### src/rtl/s_axi_lite_regs_pkg.sv
// Shared definitions for the AXI4-Lite register responder.
//   DWIDTH      : data/address width of the bus
//   STRB_W      : byte-enable width
//   RESP_*      : AXI response encodings
//   clogb2      : ceil(log2(n)), minimum 1
//   byte_merge  : merges new bytes into an old word under a byte strobe
package s_axi_lite_regs_pkg;

  localparam int DWIDTH = 32;
  localparam int STRB_W = DWIDTH / 8;

  localparam logic [1:0] RESP_OKAY   = 2'b00;
  localparam logic [1:0] RESP_SLVERR = 2'b10;

  function automatic int clogb2(input int n);
    int r;
    r = 0;
    while ((1 << r) < n) r = r + 1;
    if (r == 0) r = 1;
    return r;
  endfunction

  function automatic logic [DWIDTH-1:0] byte_merge(input logic [DWIDTH-1:0] old_v,
                                                   input logic [DWIDTH-1:0] new_v,
                                                   input logic [STRB_W-1:0] strb);
    logic [DWIDTH-1:0] m;
    m = old_v;
    for (int k = 0; k < STRB_W; k++)
      if (strb[k]) m[8*k +: 8] = new_v[8*k +: 8];
    return m;
  endfunction

endpackage

### src/rtl/s_axi_lite_regs_if.sv
// AXI4-Lite bus bundle between an initiator (master) and the register
// responder (slave). Carries the AW, W, B, AR and R channels.
interface s_axi_lite_regs_if import s_axi_lite_regs_pkg::*; ();

  logic              awvalid, awready;
  logic [DWIDTH-1:0] awaddr;
  logic [2:0]        awprot;
  logic              wvalid, wready;
  logic [DWIDTH-1:0] wdata;
  logic [STRB_W-1:0] wstrb;
  logic              bvalid, bready;
  logic [1:0]        bresp;
  logic              arvalid, arready;
  logic [DWIDTH-1:0] araddr;
  logic [2:0]        arprot;
  logic              rvalid, rready;
  logic [DWIDTH-1:0] rdata;
  logic [1:0]        rresp;

  modport master (
    output awvalid, awaddr, awprot, wvalid, wdata, wstrb, bready,
           arvalid, araddr, arprot, rready,
    input  awready, wready, bvalid, bresp, arready, rvalid, rdata, rresp
  );

  modport slave (
    input  awvalid, awaddr, awprot, wvalid, wdata, wstrb, bready,
           arvalid, araddr, arprot, rready,
    output awready, wready, bvalid, bresp, arready, rvalid, rdata, rresp
  );

endinterface

### src/rtl/s_axi_lite_regs_regfile.sv
// Register bank: REG_NUM x DWIDTH registers, one byte-strobed write port,
// one combinational read port.
//   clk, xrst   : clock, async active-high reset
//   we/widx     : write enable and register index, wdata/wstrb data and bytes
//   ridx/rdata  : read index and combinational read data
//   regs        : flat register contents, register i at [i*DWIDTH +: DWIDTH]
//   wr_stb      : registered one-cycle pulse, aligned with the updated value
module s_axi_lite_regfile import s_axi_lite_regs_pkg::*; #(
  parameter int REG_NUM = 4,
  parameter int REG_BIT = clogb2(REG_NUM)
) (
  input  logic                      clk,
  input  logic                      xrst,
  input  logic                      we,
  input  logic [REG_BIT-1:0]        widx,
  input  logic [DWIDTH-1:0]         wdata,
  input  logic [STRB_W-1:0]         wstrb,
  input  logic [REG_BIT-1:0]        ridx,
  output logic [DWIDTH-1:0]         rdata,
  output logic [REG_NUM*DWIDTH-1:0] regs,
  output logic [REG_NUM-1:0]        wr_stb
);

  logic [DWIDTH-1:0]  regs_q [REG_NUM];
  logic [REG_NUM-1:0] wr_stb_q;
  logic               w_ok, r_ok;

  // Guards indices beyond REG_NUM when REG_NUM is not a power of two.
  assign w_ok = ({1'b0, widx} < (REG_BIT+1)'(REG_NUM));
  assign r_ok = ({1'b0, ridx} < (REG_BIT+1)'(REG_NUM));

  always_ff @(posedge clk or posedge xrst) begin
    if (xrst) begin
      for (int i = 0; i < REG_NUM; i++) regs_q[i] <= '0;
      wr_stb_q <= '0;
    end else begin
      wr_stb_q <= '0;
      if (we && w_ok) begin
        regs_q[widx]   <= byte_merge(regs_q[widx], wdata, wstrb);
        wr_stb_q[widx] <= 1'b1;
      end
    end
  end

  assign rdata  = r_ok ? regs_q[ridx] : '0;
  assign wr_stb = wr_stb_q;

  for (genvar g = 0; g < REG_NUM; g++) begin : g_flat
    assign regs[g*DWIDTH +: DWIDTH] = regs_q[g];
  end

endmodule

### src/rtl/s_axi_lite_regs.sv
// AXI4-Lite responder in front of a bank of REG_NUM read/write registers.
//   clk, xrst : clock, async active-high reset
//   axi       : AXI4-Lite slave modport (AW/W/B/AR/R channels)
//   regs      : flat register contents for user logic
//   wr_stb    : per-register one-cycle write commit pulse
// Optional build macro S_AXI_LITE_SLVERR_EN: out-of-range accesses are
// rejected with SLVERR (write discarded, read returns 0). Without it the
// index wraps modulo 2^REG_BIT and every response is OKAY.
module s_axi_lite_regs import s_axi_lite_regs_pkg::*; #(
  parameter int REG_NUM    = 4,
  parameter int ADDR_WIDTH = 12
) (
  input  logic                      clk,
  input  logic                      xrst,
  s_axi_lite_regs_if.slave          axi,
  output logic [REG_NUM*DWIDTH-1:0] regs,
  output logic [REG_NUM-1:0]        wr_stb
);

  localparam int REG_BIT = clogb2(REG_NUM);

  logic                  awready_q, wready_q, aw_held_q, w_held_q, bvalid_q;
  logic                  arready_q, rvalid_q;
  logic [ADDR_WIDTH-1:0] awaddr_q;
  logic [DWIDTH-1:0]     wdata_q, rdata_q;
  logic [STRB_W-1:0]     wstrb_q;
  logic [1:0]            bresp_q, rresp_q;

  logic                  commit, wr_en, aw_in_range, ar_in_range;
  logic [REG_BIT-1:0]    widx, ridx;
  logic [DWIDTH-1:0]     rf_rdata, rd_data;
  logic [1:0]            wr_resp, rd_resp;
  logic                  unused_ok;

  // commit cannot coincide with the bvalid clear since it needs !bvalid_q
  assign commit      = aw_held_q && w_held_q && !bvalid_q;
  assign widx        = awaddr_q[REG_BIT+1:2];
  assign ridx        = axi.araddr[REG_BIT+1:2];
  assign aw_in_range = (awaddr_q[ADDR_WIDTH-1:REG_BIT+2] == '0);
  assign ar_in_range = (axi.araddr[ADDR_WIDTH-1:REG_BIT+2] == '0);

`ifdef S_AXI_LITE_SLVERR_EN
  assign wr_en   = commit && aw_in_range;
  assign wr_resp = aw_in_range ? RESP_OKAY : RESP_SLVERR;
  assign rd_data = ar_in_range ? rf_rdata : '0;
  assign rd_resp = ar_in_range ? RESP_OKAY : RESP_SLVERR;
`else
  assign wr_en   = commit;
  assign wr_resp = RESP_OKAY;
  assign rd_data = rf_rdata;
  assign rd_resp = RESP_OKAY;
`endif

  // Protection bits, byte offset and interconnect-decoded upper address bits
  // carry no meaning here.
  assign unused_ok = ^{axi.awprot, axi.arprot, axi.araddr, awaddr_q[1:0],
                       axi.awaddr[DWIDTH-1:ADDR_WIDTH], aw_in_range, ar_in_range};

  always_ff @(posedge clk or posedge xrst) begin
    if (xrst) begin
      awready_q <= 1'b0;
      wready_q  <= 1'b0;
      aw_held_q <= 1'b0;
      w_held_q  <= 1'b0;
      awaddr_q  <= '0;
      wdata_q   <= '0;
      wstrb_q   <= '0;
      bvalid_q  <= 1'b0;
      bresp_q   <= RESP_OKAY;
    end else begin
      // Ready is a single-cycle pulse; only one write may be outstanding.
      awready_q <= axi.awvalid && !awready_q && !aw_held_q && !bvalid_q;
      wready_q  <= axi.wvalid && !wready_q && !w_held_q && !bvalid_q;
      if (axi.awvalid && awready_q) begin
        aw_held_q <= 1'b1;
        awaddr_q  <= axi.awaddr[ADDR_WIDTH-1:0];
      end
      if (axi.wvalid && wready_q) begin
        w_held_q <= 1'b1;
        wdata_q  <= axi.wdata;
        wstrb_q  <= axi.wstrb;
      end
      if (commit) begin
        aw_held_q <= 1'b0;
        w_held_q  <= 1'b0;
        bvalid_q  <= 1'b1;
        bresp_q   <= wr_resp;
      end else if (bvalid_q && axi.bready) begin
        bvalid_q <= 1'b0;
      end
    end
  end

  always_ff @(posedge clk or posedge xrst) begin
    if (xrst) begin
      arready_q <= 1'b0;
      rvalid_q  <= 1'b0;
      rdata_q   <= '0;
      rresp_q   <= RESP_OKAY;
    end else begin
      arready_q <= axi.arvalid && !arready_q && !rvalid_q;
      // Read port is combinational on the pre-edge contents, so a read that
      // lands on a commit edge returns the old value.
      if (axi.arvalid && arready_q) begin
        rvalid_q <= 1'b1;
        rdata_q  <= rd_data;
        rresp_q  <= rd_resp;
      end else if (rvalid_q && axi.rready) begin
        rvalid_q <= 1'b0;
      end
    end
  end

  s_axi_lite_regfile #(
    .REG_NUM (REG_NUM),
    .REG_BIT (REG_BIT)
  ) u_regfile (
    .clk    (clk),
    .xrst   (xrst),
    .we     (wr_en),
    .widx   (widx),
    .wdata  (wdata_q),
    .wstrb  (wstrb_q),
    .ridx   (ridx),
    .rdata  (rf_rdata),
    .regs   (regs),
    .wr_stb (wr_stb)
  );

  assign axi.awready = awready_q;
  assign axi.wready  = wready_q;
  assign axi.bvalid  = bvalid_q;
  assign axi.bresp   = bresp_q;
  assign axi.arready = arready_q;
  assign axi.rvalid  = rvalid_q;
  assign axi.rdata   = rdata_q;
  assign axi.rresp   = rresp_q;

endmodule
### src/flat_wrapper.sv
// flat-port wrapper written by rule: the top's interface ports become plain ports
module s_axi_lite_regs_flat import s_axi_lite_regs_pkg::*;
#(
  parameter int REG_NUM    = 4,
  parameter int ADDR_WIDTH = 12
)
  (clk, xrst, regs, wr_stb, axi_awvalid, axi_awaddr, axi_awprot, axi_wvalid, axi_wdata, axi_wstrb, axi_bready, axi_arvalid, axi_araddr, axi_arprot, axi_rready, axi_awready, axi_wready, axi_bvalid, axi_bresp, axi_arready, axi_rvalid, axi_rdata, axi_rresp);
  s_axi_lite_regs_if axi_i ();
  input  logic clk;
  input  logic xrst;
  output logic [REG_NUM*DWIDTH-1:0] regs;
  output logic [REG_NUM-1:0] wr_stb;
  input wire logic [$bits(axi_i.awvalid)-1:0] axi_awvalid;
  input wire logic [$bits(axi_i.awaddr)-1:0] axi_awaddr;
  input wire logic [$bits(axi_i.awprot)-1:0] axi_awprot;
  input wire logic [$bits(axi_i.wvalid)-1:0] axi_wvalid;
  input wire logic [$bits(axi_i.wdata)-1:0] axi_wdata;
  input wire logic [$bits(axi_i.wstrb)-1:0] axi_wstrb;
  input wire logic [$bits(axi_i.bready)-1:0] axi_bready;
  input wire logic [$bits(axi_i.arvalid)-1:0] axi_arvalid;
  input wire logic [$bits(axi_i.araddr)-1:0] axi_araddr;
  input wire logic [$bits(axi_i.arprot)-1:0] axi_arprot;
  input wire logic [$bits(axi_i.rready)-1:0] axi_rready;
  output wire logic [$bits(axi_i.awready)-1:0] axi_awready;
  output wire logic [$bits(axi_i.wready)-1:0] axi_wready;
  output wire logic [$bits(axi_i.bvalid)-1:0] axi_bvalid;
  output wire logic [$bits(axi_i.bresp)-1:0] axi_bresp;
  output wire logic [$bits(axi_i.arready)-1:0] axi_arready;
  output wire logic [$bits(axi_i.rvalid)-1:0] axi_rvalid;
  output wire logic [$bits(axi_i.rdata)-1:0] axi_rdata;
  output wire logic [$bits(axi_i.rresp)-1:0] axi_rresp;
  assign axi_i.awvalid = axi_awvalid;
  assign axi_i.awaddr = axi_awaddr;
  assign axi_i.awprot = axi_awprot;
  assign axi_i.wvalid = axi_wvalid;
  assign axi_i.wdata = axi_wdata;
  assign axi_i.wstrb = axi_wstrb;
  assign axi_i.bready = axi_bready;
  assign axi_i.arvalid = axi_arvalid;
  assign axi_i.araddr = axi_araddr;
  assign axi_i.arprot = axi_arprot;
  assign axi_i.rready = axi_rready;
  assign axi_awready = axi_i.awready;
  assign axi_wready = axi_i.wready;
  assign axi_bvalid = axi_i.bvalid;
  assign axi_bresp = axi_i.bresp;
  assign axi_arready = axi_i.arready;
  assign axi_rvalid = axi_i.rvalid;
  assign axi_rdata = axi_i.rdata;
  assign axi_rresp = axi_i.rresp;
  s_axi_lite_regs #(.REG_NUM(REG_NUM), .ADDR_WIDTH(ADDR_WIDTH)) u_core (.clk(clk), .xrst(xrst), .axi(axi_i), .regs(regs), .wr_stb(wr_stb));
endmodule
### config.mk
export PLATFORM = sky130hd
export DESIGN_NAME = s_axi_lite_regs_flat
export DESIGN_NICKNAME = d
export VERILOG_FILES = /design/src/rtl/s_axi_lite_regs_pkg.sv /design/src/rtl/s_axi_lite_regs_if.sv /design/src/rtl/s_axi_lite_regs_regfile.sv /design/src/rtl/s_axi_lite_regs.sv /design/src/flat_wrapper.sv
export SDC_FILE = /design/constraint.sdc
export NUM_CORES = 1
export LEC_CHECK = 0
export ABC_AREA = 0
export CAP_MARGIN = 20
export CORE_MARGIN = 3
export CORE_UTILIZATION = 44
export CTS_BUF_LIST = sky130_fd_sc_hd__clkbuf_2 sky130_fd_sc_hd__clkbuf_4 sky130_fd_sc_hd__clkbuf_8
export DETAILED_ROUTE_END_ITERATION = 8
export PLACE_DENSITY = 0.79
export SKIP_CTS_REPAIR_TIMING = 1
export SLEW_MARGIN = 20
export SYNTH_ARGS = -nofsm -noshare
export SYNTH_HDL_FRONTEND = slang
export SYNTH_SLANG_ARGS = --single-unit
export TNS_END_PERCENT = 20
### constraint.sdc
create_clock -name clk -period 7.13 [get_ports clk]
set_clock_uncertainty 0.1 [all_clocks]
set_input_delay 1.426 -clock clk [delete_from_list [all_inputs] [get_ports clk]]
set_output_delay 1.426 -clock clk [all_outputs]
set_load 0.02 [all_outputs]
==> results.sh <==
export IMPL_place_congestion=0.752
export IMPL_ff_latch_area_sq_mm=0.00523
export IMPL_cap_violations=0
export IMPL_fin_ws_ns=3.62
export IMPL_wirelength_mm=26.3
export IMPL_synth_edff_count=0
export IMPL_core_area_sq_mm=0.0206
export IMPL_grt_setup_unrepaired="no"
export IMPL_rows=52
export IMPL_grtUsageTotal_pct=22.1
export IMPL_clock_root_buffer="clkbuf_8"
export IMPL_layout_drive_gt1_share_pct=20.7
export IMPL_tns_ns=0
export IMPL_status="finished, final reports clean"
export IMPL_grt_pass1_wl_mm=41.5
export IMPL_post_synth_cell_area_avg_sq_um=12.4
export IMPL_final_cell_mix="214 x clkdlybuf4s50_1, 208 x dfrtp_1, 113 x mux2_2, 82 x nand2_1, 73 x mux2i_1"
export IMPL_r2r_cells=4
export IMPL_n_antenna_cell=0
export IMPL_worstMarginPinSlew_ns=1.01
export IMPL_layout_commonest_cell="clkdlybuf4s50_1"
export IMPL_irDropWorstVdd_uv=286
export IMPL_clk_pin_slew_ns=0.06
export IMPL_initialDrtViolationCount=363
export IMPL_cp_start_kind="primary input"
export IMPL_numCtsBuffers=36
export IMPL_cts_sinks=209
export IMPL_grt_ovfl_total=0
export IMPL_cts_tree="built"
export IMPL_slew_headroom_pct=32.7
export IMPL_worst_setup_path_end_kind="flip-flop"
export IMPL_ioPinCount=286
export IMPL_yosys_top_cells_area="dfrtp_1 56%, mux2_2 14%, mux2i_1 7.8%"
export IMPL_reg2reg_to="u_core.u_regfile.regs[88]"
export IMPL_io_buffer_count=215
export IMPL_first_pass_iters=5
export IMPL_seq_area_frac_synth_pct=55.6
export IMPL_clockBufferDepth=3
export IMPL_hold_ws_ns=0.365
export IMPL_fmax_mhz=285
export IMPL_powerDensity_mw_per_mm2=451
export IMPL_ant_nets=0
export IMPL_min_from="u_core.axi.awready"
export IMPL_dieArea_sq_mm=0.0232
export IMPL_period_share_pct=49.3
export IMPL_synth_distinct_cells=34
export IMPL_yosys_area_top_type="dfrtp_1"
export IMPL_hold_viol=0
export IMPL_slew_violations=0
export IMPL_insertion_delay_ns=0.52
export IMPL_initial_core_util_pct=45.6
export IMPL_period_minus_slack_ns=3.51
export IMPL_crit_fanout=34
export IMPL_post_route_drc_count=0
export IMPL_r2r_start="u_core.awaddr_q[3]"
export IMPL_ys_ff_latch=209
export IMPL_final_setup_viol_count=0
export IMPL_hold_depth=1
export IMPL_synthCells=760
export IMPL_multi_input_area_sq_mm=0.00390
export IMPL_dieHeight_microns=152
export IMPL_fin_nets=1079
export IMPL_hp_class="reg2reg"
export IMPL_min_to="u_core.axi.awready"
export IMPL_routed_via_density=5.68
export IMPL_synth_main_ff_cell="dfrtp_1"
export IMPL_critical_path_class="in2reg"
export IMPL_p_leak_nw=5.55
export IMPL_grt_max_degree=77
export IMPL_htree_levels=2
export IMPL_worstPathArrival_ns=3.75
export IMPL_yosys_warnings=0
export IMPL_dp_worst_setup_slack_ns=3.18
export IMPL_syn_cell_area_sq_mm=0.00941
export IMPL_num_vias=7139
export IMPL_syn_to_final_growth_pct=32.0
export IMPL_synth_top_area_share_pct=55.6
export IMPL_ys_async_sr_fraction_pct=100
export IMPL_die_w_microns=152
export IMPL_fill_cells=1652
export IMPL_avgRoutedWirePerCell_microns=20.9
export IMPL_antenna_found_initial=0
export IMPL_dpl_hpwl_mm=16.4
export IMPL_grt_pass1_vias=7230
export IMPL_required_ns=7.36
export IMPL_startpoint="axi_arvalid"
export IMPL_regToRegSetupSlack_ns=4.40
synthesized netlist by cell type (2+ instances only):
| cell | count |
|---|---|
| dfrtp_1 | 209 |
| mux2_2 | 113 |
| nand2_1 | 84 |
| mux2i_1 | 73 |
| o21ai_0 | 51 |
| o2111ai_1 | 46 |
| o221ai_1 | 32 |
| nand2b_1 | 27 |
| clkbuf_1 | 26 |
| buf_2 | 17 |
| a21oi_1 | 9 |
| nor2_1 | 9 |
| nor2b_1 | 9 |
| buf_4 | 8 |
| inv_1 | 7 |
| mux2_4 | 7 |
| and3_1 | 5 |
| nand3_2 | 5 |
| buf_1 | 4 |
| nand3_1 | 3 |
| buf_6 | 2 |
| nor4b_1 | 2 |
how the worst max path moves through the flow:
stage	to	slack, ns	cells after the start
finish	u_core.axi.rdata[27]	3.62	4
CTS	u_core.axi.rdata[27]	3.68	4
floorplan	u_core.aw_held_q	2.89	1
global placement	u_core.axi.rdata[23]	3.20	4
detailed placement	u_core.axi.rdata[14]	3.18	4
global route	u_core.axi.rdata[27]	3.51	4
routing by layer:
| metal | share of wire [%] | track usage, % | up-vias |
|---|---|---|---|
| li1 | - | - | 3202 |
| met1 | 44 | 30.5 | 3636 |
| met2 | 47 | 35.2 | 256 |
| met3 | 7.2 | 5.42 | 45 |
| met4 | 1.6 | 5.65 | 0 |
| met5 | 0 | 0 | - |
registers in the layout (all words and copies together) (netlist names), 2 cells and up:
signal	flops
u_core.u_regfile.regs	128
u_core.axi.rdata	32
u_core.wdata_q	32
u_core.u_regfile.wr_stb	4
u_core.wstrb_q	4
u_core.awaddr_q	2
power breakdown:
group	internal [W]	total, W	switching (W)
Clock	0.000606	0.00108	0.000478
Sequential	0.00167	0.00218	0.000507
Combinational	0.00112	0.00233	0.00121
Total	0.00340	0.00560	0.00220
worst max-delay path, stage by stage:
cell and delay (ns):
clkdlybuf4s50_1 0.46, nand2_2 0.71, or2_2 0.85, o221ai_1 0.25
cell type report:
class,count,area share (%)
timing repair buffer,223,17.8
clock inverter,5,0.242
inverter,7,0.242
sequential,209,42.1
tap,270,2.72
clock buffer,54,5.48
multi-input combinational,489,31.4
metrics by stage:
step	utilization [%]	area [sq um]	power [W]	instances
floorplan	-	9430	0.00341	763
global placement	56.7	11700	0.00447	1197
detailed placement	56.8	11700	0.00453	1198
CTS	60.2	12400	0.00564	1257
global route	60.2	12400	0.00592	1257
finish	60.2	12400	0.00560	1257
logic make-up after synthesis:
group	count (synthesis)	synth area share (%)
DFF	209	55.6
and+or+nand+nor	153	8.16
buffers and inverters	65	3.31
AOI/OAI and AO/OA	139	10.5
other	1	0.0398
muxes	193	22.4
Note: power is estimated with default switching activity, not from simulation.
